===== config.mk =====
export PLATFORM = sky130hd
export DESIGN_NAME = um245r_tx_port_flat
export DESIGN_NICKNAME = d
export VERILOG_FILES = /design/src/rtl/um245r_pkg.sv /design/src/rtl/um245r_tx_port_if.sv /design/src/rtl/um245r_byte_fifo.sv /design/src/rtl/um245r_tx_port.sv /design/src/flat_wrapper.sv
export SDC_FILE = /design/constraint.sdc
export NUM_CORES = 1
export LEC_CHECK = 0
export ABC_AREA = 1
export CAP_MARGIN = 20
export CORE_MARGIN = 2
export CORE_UTILIZATION = 40
export DETAILED_ROUTE_END_ITERATION = 7
export HOLD_SLACK_MARGIN = 0.12
export PLACE_DENSITY_LB_ADDON = 0.3
export SYNTH_ARGS = -nofsm -noshare
export SYNTH_HDL_FRONTEND = slang
export SYNTH_SLANG_ARGS = --single-unit

===== constraint.sdc =====
create_clock -name clk -period 7.8 [get_ports clk]
set_clock_uncertainty 0.15 [all_clocks]
set_input_delay 0.78 -clock clk [delete_from_list [all_inputs] [get_ports clk]]
set_output_delay 0.78 -clock clk [all_outputs]
set_load 0.005 [all_outputs]

===== src/rtl/um245r_pkg.sv =====
// um245r_pkg: shared FSM state type, CR/LF byte constants and default timing
// for the UM245R transmit port.
package um245r_pkg;

   typedef enum logic [2:0] {
      IDLE,
      SETUP,
      WR_HI,
      WR_LO,
      RECOV
   } tx_state_t;

   localparam logic [7:0] CR_BYTE = 8'h0D;
   localparam logic [7:0] LF_BYTE = 8'h0A;

   localparam int DEF_DEPTH_LOG2   = 4;
   localparam int DEF_WR_CYCLES    = 2;
   localparam int DEF_SETUP_CYCLES = 1;
   localparam int DEF_RECOV_CYCLES = 3;

endpackage


===== src/rtl/um245r_tx_port_if.sv =====
// um245r_tx_port_if: CPU strobe/data inputs and UM245R WR/TXE#/D bus.
// master = port side (drives usb_d/usb_wr), slave = CPU + UM245R side.
interface um245r_tx_port_if;

   logic       tx_strobe;
   logic [7:0] tx_data;
   logic       txe_n;
   logic [7:0] usb_d;
   logic       usb_wr;

   modport master (
      input  tx_strobe,
      input  tx_data,
      input  txe_n,
      output usb_d,
      output usb_wr
   );

   modport slave (
      output tx_strobe,
      output tx_data,
      output txe_n,
      input  usb_d,
      input  usb_wr
   );

endinterface


===== src/rtl/um245r_byte_fifo.sv =====
// um245r_byte_fifo: synchronous byte FIFO of 2**DEPTH_LOG2 entries.
// Ports: clk, Reset (async, high), push/din, pop/dout (head), level, full, empty.
module um245r_byte_fifo #(
   parameter int DEPTH_LOG2 = 4
) (
   input  logic                  clk,
   input  logic                  Reset,
   input  logic                  push,
   input  logic [7:0]            din,
   input  logic                  pop,
   output logic [7:0]            dout,
   output logic [DEPTH_LOG2:0]   level,
   output logic                  full,
   output logic                  empty
);

   localparam int DEPTH = 1 << DEPTH_LOG2;

   logic [7:0]          mem [DEPTH];
   logic [DEPTH_LOG2:0] wr_ptr;
   logic [DEPTH_LOG2:0] rd_ptr;
   logic                do_push;
   logic                do_pop;

   // Extra pointer bit distinguishes full from empty.
   assign level   = wr_ptr - rd_ptr;
   assign full    = level[DEPTH_LOG2];
   assign empty   = (level == '0);
   assign do_push = push & ~full;
   assign do_pop  = pop & ~empty;
   assign dout    = mem[rd_ptr[DEPTH_LOG2-1:0]];

   always_ff @(posedge clk or posedge Reset) begin
      if (Reset) begin
         wr_ptr <= '0;
         rd_ptr <= '0;
      end else begin
         if (do_push) wr_ptr <= wr_ptr + 1'b1;
         if (do_pop)  rd_ptr <= rd_ptr + 1'b1;
      end
   end

   always_ff @(posedge clk) begin
      if (do_push) mem[wr_ptr[DEPTH_LOG2-1:0]] <= din;
   end

endmodule


===== src/rtl/um245r_tx_port.sv =====
// um245r_tx_port: captures CPU bytes on tx_strobe edges into a FIFO and drains
// them to a UM245R via WR/TXE#. Ports: clk, Reset (async, high), usb (master
// modport), fifo_level, fifo_full, overflow (sticky). Option UM245R_CRLF_EN
// expands LF into CR,LF.
module um245r_tx_port
   import um245r_pkg::*;
#(
   parameter int DEPTH_LOG2   = DEF_DEPTH_LOG2,
   parameter int WR_CYCLES    = DEF_WR_CYCLES,
   parameter int SETUP_CYCLES = DEF_SETUP_CYCLES,
   parameter int RECOV_CYCLES = DEF_RECOV_CYCLES
) (
   input  logic                clk,
   input  logic                Reset,
   um245r_tx_port_if.master    usb,
   output logic [DEPTH_LOG2:0] fifo_level,
   output logic                fifo_full,
   output logic                overflow
);

   logic       strb_s1, strb_s2, strb_s3;
   logic       txe_s1, txe_s2;
   logic       push, pop, load, empty;
   logic [7:0] head, d_n, usb_d_q;
   logic       usb_wr_q, wr_n;
   logic [7:0] cnt, cnt_n;
   tx_state_t  state, state_n;
`ifdef UM245R_CRLF_EN
   logic       lf_pending;
`endif

   // txe sync resets to 1 so nothing is sent until TXE# is seen low.
   always_ff @(posedge clk or posedge Reset) begin
      if (Reset) begin
         strb_s1 <= 1'b0;
         strb_s2 <= 1'b0;
         strb_s3 <= 1'b0;
         txe_s1  <= 1'b1;
         txe_s2  <= 1'b1;
      end else begin
         strb_s1 <= usb.tx_strobe;
         strb_s2 <= strb_s1;
         strb_s3 <= strb_s2;
         txe_s1  <= usb.txe_n;
         txe_s2  <= txe_s1;
      end
   end

   assign push = strb_s2 & ~strb_s3;

   um245r_byte_fifo #(
      .DEPTH_LOG2(DEPTH_LOG2)
   ) u_fifo (
      .clk  (clk),
      .Reset(Reset),
      .push (push),
      .din  (usb.tx_data),
      .pop  (pop),
      .dout (head),
      .level(fifo_level),
      .full (fifo_full),
      .empty(empty)
   );

   always_comb begin
      state_n = state;
      cnt_n   = cnt;
      pop     = 1'b0;
      load    = 1'b0;
      d_n     = head;
      unique case (state)
         IDLE: begin
            if (!empty && !txe_s2) begin
               load    = 1'b1;
               state_n = SETUP;
               cnt_n   = '0;
`ifdef UM245R_CRLF_EN
               // LF stays at the head until the CR ahead of it is sent.
               if (head == LF_BYTE && !lf_pending) d_n = CR_BYTE;
               else pop = 1'b1;
`else
               pop = 1'b1;
`endif
            end
         end
         SETUP: begin
            if (cnt == 8'(SETUP_CYCLES - 1)) begin
               state_n = WR_HI;
               cnt_n   = '0;
            end else cnt_n = cnt + 8'd1;
         end
         WR_HI: begin
            if (cnt == 8'(WR_CYCLES - 1)) begin
               state_n = WR_LO;
               cnt_n   = '0;
            end else cnt_n = cnt + 8'd1;
         end
         WR_LO: begin
            state_n = RECOV;
            cnt_n   = '0;
         end
         RECOV: begin
            if (cnt == 8'(RECOV_CYCLES - 1)) begin
               state_n = IDLE;
               cnt_n   = '0;
            end else cnt_n = cnt + 8'd1;
         end
         default: begin
            state_n = IDLE;
            cnt_n   = '0;
         end
      endcase
      wr_n = (state_n == WR_HI);
   end

   always_ff @(posedge clk or posedge Reset) begin
      if (Reset) begin
         state    <= IDLE;
         cnt      <= '0;
         usb_wr_q <= 1'b0;
         usb_d_q  <= 8'h00;
         overflow <= 1'b0;
      end else begin
         state    <= state_n;
         cnt      <= cnt_n;
         usb_wr_q <= wr_n;
         if (load) usb_d_q <= d_n;
         if (push && fifo_full) overflow <= 1'b1;
      end
   end

`ifdef UM245R_CRLF_EN
   always_ff @(posedge clk or posedge Reset) begin
      if (Reset) lf_pending <= 1'b0;
      else if (load) lf_pending <= ~pop;
   end
`endif

   assign usb.usb_d  = usb_d_q;
   assign usb.usb_wr = usb_wr_q;

endmodule


===== src/flat_wrapper.sv =====
// flat-port wrapper written by rule: the top's interface ports become plain ports
module um245r_tx_port_flat import um245r_pkg::*;
#(
   parameter int DEPTH_LOG2   = DEF_DEPTH_LOG2,
   parameter int WR_CYCLES    = DEF_WR_CYCLES,
   parameter int SETUP_CYCLES = DEF_SETUP_CYCLES,
   parameter int RECOV_CYCLES = DEF_RECOV_CYCLES
)
  (clk, Reset, fifo_level, fifo_full, overflow, usb_tx_strobe, usb_tx_data, usb_txe_n, usb_usb_d, usb_usb_wr);
  um245r_tx_port_if usb_i ();
  input  logic clk;
  input  logic Reset;
  output logic [DEPTH_LOG2:0] fifo_level;
  output logic fifo_full;
  output logic overflow;
  input wire logic [$bits(usb_i.tx_strobe)-1:0] usb_tx_strobe;
  input wire logic [$bits(usb_i.tx_data)-1:0] usb_tx_data;
  input wire logic [$bits(usb_i.txe_n)-1:0] usb_txe_n;
  output wire logic [$bits(usb_i.usb_d)-1:0] usb_usb_d;
  output wire logic [$bits(usb_i.usb_wr)-1:0] usb_usb_wr;
  assign usb_i.tx_strobe = usb_tx_strobe;
  assign usb_i.tx_data = usb_tx_data;
  assign usb_i.txe_n = usb_txe_n;
  assign usb_usb_d = usb_i.usb_d;
  assign usb_usb_wr = usb_i.usb_wr;
  um245r_tx_port #(.DEPTH_LOG2(DEPTH_LOG2), .WR_CYCLES(WR_CYCLES), .SETUP_CYCLES(SETUP_CYCLES), .RECOV_CYCLES(RECOV_CYCLES)) u_core (.clk(clk), .Reset(Reset), .usb(usb_i), .fifo_level(fifo_level), .fifo_full(fifo_full), .overflow(overflow));
endmodule

==> impl_results.md, run 1 <==
- Fmax: 260 MHz
- Iter 0 DRT Violations: 512
- Worst-Margin Slew: 1.03 ns
- Total die area: ~20000 um2
- Crit-path max FO: 69
- Largest net degree at the start of global routing: 70
- Clock buffer depth: 2
- WL/cell: approximately 17 um
- Setup slack on the worst flop-to-flop path: 4.24 ns
- Initial antenna violation count: 0
- Vias per inst: 4.95
- Status: complete, no violations
- Syn-to-layout area delta: 13.8%
- Startpoint types: register
- Share of layout cells above drive strength 1: 5.85%
- Post-Synthesis Net Count: between 800 and 900
- Fillers: 1757
- Sequential cell area fraction in the yosys report: 62.5%
- Worst vdd ir: 0.000177 V
- Via Count: 5307
- First-pass GRT wire length: 27.9 mm
- Clk pin slew, worst setup/hold paths: ~0.060 ns
- H-Tree Level Count: 4
- CTS buffer count: 17
- Critical Path Sink Type: primary output
- Hold Fails Final Rpt: 0
- Clk sinks: 164
- Max Cap Viol: 0
- Synthesized instance count: 803
- Average size of a mapped cell: approximately 9.5 um2
- Yosys warns: 0
- Period utilization: 49.2%
- Hold Path Class: register to register
- DP Worst Slack: 4.27 ns
- Pwr Density: 353 nW/um2
- Final setup violation count: 0
- Leak: 0.00392 uW
- DRT Wirelength: 17.8 mm
- #FFs+latches synth: 164
- Post-Syn Area: 7590 um2
- WS Path Type: register to primary output
- Post-route ant nets: 0
- Overall Global Routing Usage: 18.7%
- Die Ht: about 140 um
- Crit-path slowest cell: clkdlybuf4s50_1
- Setup WS post-layout: 3.96 ns
- CORE AREA: 18600 um2
- Final Wtd Congestion: 1.01
- Normalized max-slew margin: 31.3%
- DIE WIDTH: 142 um
- Critical-path cell list: buf_4 > ha_1 > fa_1 > inv_1 > nand3_1 > nand2_1 > nand2_1 > nand2_1 > clkdlybuf4s50_1
- Initial core utilization: 40.7%
- DR pass1 iterations: 5
- Antenna diode count: 0
- Min Tclk post-route: ~3.8 ns
- Most used cell, CP: nand2_1
- Final total power: 3050 uW
- CTS tree: built
- Setup TNS: 0 ns
- Max-slew violation count: 0
- Clock Root Buffer: clkbuf_16
- DRC: 0
- Worst endpoint required time: 6.87 ns
- Unique masters post-synth: 29
- Gr ovfl total: 0
- Vias in the first global route: between 5k and 6k
- Post-CTS Setup Bufs: 0
- I/O Buffers: 27
- Nets: 852
- Clk_lat worst skew: 0.44 ns
- RSZ-0062 raised after global routing: false
- Hold buffers post-CTS: 0
- Critical path arrival: 2.91 ns
- Dpl hpwl: 11.6 mm
- Num rows: 50
- CP peak stage delay: ~0.53 ns
- I/O Pins: 28
- # resized after CTS: 0
metal layers:
layer  vias to the layer above  GRT usage (%)  routed length (um)  share of wire [%]
li1                       2605              -                   -                  -
met1                      2497           26.3                8120                 46
met2                       167           28.6                8120                 46
met3                        38           3.71                1090                6.1
met4                         0           7.58                 462                2.6
met5                         -              0                   0                  0
sequential cells by signal (all words and copies together), names as in the netlist:
name,count
u_core.cnt,8
u_core.overflow,1
u_core.state,3
u_core.strb_s1,1
u_core.strb_s2,1
u_core.strb_s3,1
u_core.txe_s1,1
u_core.txe_s2,1
u_core.u_fifo.mem,128
u_core.u_fifo.rd_ptr,5
u_core.u_fifo.wr_ptr,5
u_core.usb.usb_d,8
u_core.usb.usb_wr,1
logic make-up after synthesis:
kind of cell | synth area share (%)
buffers and inverters | 8.22
AND/OR/NAND/NOR | 24.5
flip-flops | 62.5
adder cells (fa/ha/maj) | 2.41
AO/OA/AOI/OAI | 1.35
XOR/XNOR | 1.04
cell usage after synthesis:
cell type	number	share of area, %
and3_1	1	0.082
ha_1	13	2.1
a21o_1	1	0.099
fa_1	1	0.26
buf_2	13	0.86
nor2_2	1	0.082
buf_6	1	0.15
nor2_1	24	1.2
nand2_2	2	0.16
or2_1	1	0.082
clkinv_1	2	0.099
nand3_1	100	6.6
clkbuf_1	8	0.40
nor3_2	3	0.40
a21oi_1	3	0.20
o21a_1	1	0.099
inv_2	4	0.20
dfrtp_1	34	11
buf_4	3	0.30
o31ai_1	5	0.49
buf_1	2	0.099
inv_1	124	6.1
dfstp_2	2	0.69
o21ai_0	7	0.46
nand4_1	6	0.49
nand2_1	302	15
xor2_1	9	1.0
edfxtp_1	128	51
nand3_4	2	0.46
power breakdown:
part,switching [uW],total [uW],internal (uW),leakage (uW)
clock network,364,844,480,0.000292
logic,745,1120,377,0.00203
registers,55.1,1080,1030,0.00161
layout make-up:
class | count | area, um2 | share of cell area [%]
Sequential cell | 164 | 4750 | 54.9
Tap cell | 234 | 293 | 3.39
Clock buffer | 17 | 425 | 4.92
Inverter | 130 | 488 | 5.65
Multi-Input combinational cell | 482 | 2220 | 25.7
Clock inverter | 14 | 166 | 1.93
Timing Repair Buffer | 31 | 300 | 3.47
cells in the final DEF, fill, tap and decap left out, types with 3 or more instances in the layout:
cell	count
nor2_1	24
clkdlybuf4s50_1	27
a21oi_1	3
nand4_1	6
nor3_2	3
o21ai_0	7
inv_6	7
o31ai_1	5
inv_1	124
ha_1	13
nand3_1	100
xor2_1	9
dfrtp_1	33
edfxtp_1	128
buf_4	4
clkinv_1	3
nand2_1	302
inv_2	4
clkbuf_16	17
worst max-delay path: cells and delay by family (launching register included):
family        cells  cell delay, ns
fa+ha+maj         2            0.70
buf+inv           3            0.94
flops             1            0.39
simple gates      4            0.42
worst paths after layout:
check | start | to | depth (start not counted)
worst max-delay path | u_core.u_fifo.rd_ptr[0] | fifo_full | 9
worst min-delay path | u_core.strb_s1 | u_core.strb_s2 | 0
worst max register to register | u_core.u_fifo.rd_ptr[0] | u_core.u_fifo.mem[8][3] | 12
worst min register to register | u_core.strb_s1 | u_core.strb_s2 | 0
max in group asynchronous | Reset | u_core.u_fifo.rd_ptr[0] | 3
min in group asynchronous | Reset | u_core.u_fifo.wr_ptr[4] | 3
per-stage QoR:
step                      hold WS [ns]  std cells  utilization, %  cell area, um2
final                            0.199       1072            46.4            8640
after global routing             0.202       1072            46.4            8640
after CTS                        0.200       1072            46.4            8640
after detailed placement         0.186       1041            43.2            8050
after global placement           0.182       1041            43.2            8050
after floorplan                  0.181        803               -            7590
Note: power is estimated with default switching activity, not from simulation.
==> inputs of run 2 (changes only) <==
==> constraint.sdc (replaced) <==
create_clock -name clk -period 3.55 [get_ports clk]
set_clock_uncertainty 0.15 [all_clocks]
set_input_delay 0.355 -clock clk [delete_from_list [all_inputs] [get_ports clk]]
set_output_delay 0.355 -clock clk [all_outputs]
set_load 0.005 [all_outputs]
==> impl_results.md, run 2 (same netlist as run 1, synthesis figures left out) <==
- Dpl hpwl: 11.0 mm (was 11.6 mm)
- Post-route ant nets: 0 (unchanged)
- Crit-path max FO: 9 (was 69)
- Setup WS post-layout: 0.408 ns (was 3.96 ns)
- Min Tclk post-route: 3.14 ns
- CORE AREA: 18600 um2 (unchanged)
- Clk pin slew, worst setup/hold paths: 0.07 ns (was 0.06 ns)
- CTS tree: built (unchanged)
- Setup TNS: 0 ns (unchanged)
- Max-slew violation count: 0 (unchanged)
- Critical-path cell list: inv_1 > ha_1 > fa_1 > inv_1 > nand3_1 > nand2_1 > nand2_1 > nand2_1 > nand2_2 > inv_2 > nand2_1 > nor2_1 (was buf_4 > ha_1 > fa_1 > inv_1 > nand3_1 > nand2_1 > nand2_1 > nand2_1 > clkdlybuf4s50_1)
- Commonest non-fill, non-tap cell in the layout: nand2_1 (unchanged)
- Worst-Margin Slew: 0.861 ns (was 1.03 ns)
- Period utilization: 88.5%
- CP top delay family: simple AND/OR/NAND/NOR gates (was buffers and inverters)
- CP peak stage delay: 0.55 ns (was 0.53 ns)
- Final setup violation count: 0 (unchanged)
- Share of layout cells above drive strength 1: 6.73% (was 5.85%)
- # resized after CTS: 0 (unchanged)
- Most frequent cells in the layout: 302 x nand2_1, 128 x edfxtp_1, 124 x inv_1 (unchanged)
- Startpoint types: register (unchanged)
- WL/cell: 15.8 um (was 16.6 um)
- Core Util, Final: 46.5% (was 46.4%)
- DR pass1 iterations: 5 (unchanged)
- Clk sinks: 164 (unchanged)
- Critical path arrival: 3.06 ns (was 2.91 ns)
- H-Tree Level Count: 4 (unchanged)
- Die Ht: 142 um (unchanged)
- Total die area: 20100 um2 (unchanged)
- Hold buffers post-CTS: 0 (unchanged)
- Worst vdd ir: 0.000429 V (was 0.000177 V)
- Initial antenna violation count: 0 (unchanged)
- Num rows: 50 (unchanged)
- First-pass GRT wire length: 27.6 mm (was 27.9 mm)
- Antenna diode count: 0 (unchanged)
- I/O Pins: 28 (unchanged)
- Critical Path Stages: 12 (was 9)
- Clock Root Buffer: clkbuf_16 (unchanged)
- Hold Path Class: input pin to register (was register to register)
- Fillers: 1749 (was 1757)
- DRT Wirelength: 17.1 mm (was 17.8 mm)
- Overall Global Routing Usage: 18.3% (was 18.7%)
- WS Path Type: register to register (was register to primary output)
- Hold Fails Final Rpt: 0 (unchanged)
- Clk_lat worst skew: 0.43 ns (was 0.44 ns)
- Via Count: 5221 (was 5307)
- Worst endpoint required time: 3.47 ns (was 6.87 ns)
- Hold path cells: 1 (was 0)
- I/O Buffers: 27 (unchanged)
- Fmax: 318 MHz
- Post-CTS Setup Bufs: 0 (unchanged)
- DRC: 0 (unchanged)
- Leak: 0.00394 uW (was 0.00392 uW)
- CTS buffer count: 17 (unchanged)
- Most used cell, CP: nand2_1 (unchanged)
- Gr ovfl total: 0 (unchanged)
- Final Wtd Congestion: 0.904 (was 1.01)
- RSZ-0062 raised after global routing: false (unchanged)
- Critical Path Sink Type: register (was primary output)
- Syn-to-layout area delta: 14.1% (was 13.8%)
- Max reg flops: 128 (unchanged)
- Max Cap Viol: 0 (unchanged)
- DP Worst Slack: 0.413 ns (was 4.27 ns)
- Vias per inst: 4.83 (was 4.95)
- DIE WIDTH: 142 um (unchanged)
- Reg2Reg Depth: 12 (unchanged)
- Largest net degree at the start of global routing: 68 (was 70)
- Initial core utilization: 40.7% (unchanged)
- Iter 0 DRT Violations: 527 (was 512)
- Vias in the first global route: 5102 (was 5036)
- Worst path bufs/invs: 3 (unchanged)
- Crit-path slowest cell: nor2_1 (was clkdlybuf4s50_1)
- Normalized max-slew margin: 42.4% (was 31.3%)
- Status: complete, no violations (unchanged)
- Clock buffer depth: 2 (unchanged)
- Pwr Density: 757 nW/um2 (was 353 nW/um2)
- Nets: 860 (was 852)
## run 2: area by class of cell
cell class,instances,area [um2],share of cell area (%)
multi-input cells,482,2220,25.6
inverters,130,488,5.63
repair buffers,39,373,4.30
well taps,234,293,3.38
clock buffers,17,425,4.91
clock inverters,15,116,1.34
flip-flops and latches,164,4750,54.8
## run 2: final timing paths
kind / from / to / slack, ns
max: u_core.u_fifo.wr_ptr[0] / u_core.u_fifo.mem[2][6] / 0.41
min: usb_txe_n / u_core.txe_s1 / 0.18
max reg2reg: u_core.u_fifo.wr_ptr[0] / u_core.u_fifo.mem[2][6] / 0.41
min reg2reg: u_core.strb_s1 / u_core.strb_s2 / 0.21
max in group asynchronous: Reset / u_core.u_fifo.rd_ptr[0] / 2.71
min in group asynchronous: Reset / u_core.cnt[0] / 0.19
## run 2: power breakdown
| group | leakage [uW] | total, uW | switching (uW) | internal, uW |
|---|---|---|---|---|
| logic | 0.00207 | 2480 | 1610 | 863 |
| registers | 0.00161 | 2370 | 114 | 2260 |
| clock network | 0.000264 | 1710 | 800 | 910 |
| total | 0.00394 | 6560 | 2530 | 4030 |
## run 2: routing by layer
layer | wire (um) | track usage (%)
met3 | 898 | 3.88
met5 | 0 | 0
met4 | 188 | 4.79
met2 | 7900 | 28.9
met1 | 8130 | 25.8
## run 2: stage by stage
stage | hold WS (ns) | total power [uW] | area, um2 | instances
2_1_floorplan | 0.181 | 4020 | 7590 | 803
3_3_place_gp | 0.185 | 4860 | 8100 | 1048
3_5_place_dp | 0.186 | 4860 | 8100 | 1048
4_1_cts | 0.174 | 6570 | 8650 | 1080
5_1_grt | 0.177 | 7010 | 8670 | 1081
6_report | 0.180 | 6560 | 8670 | 1081
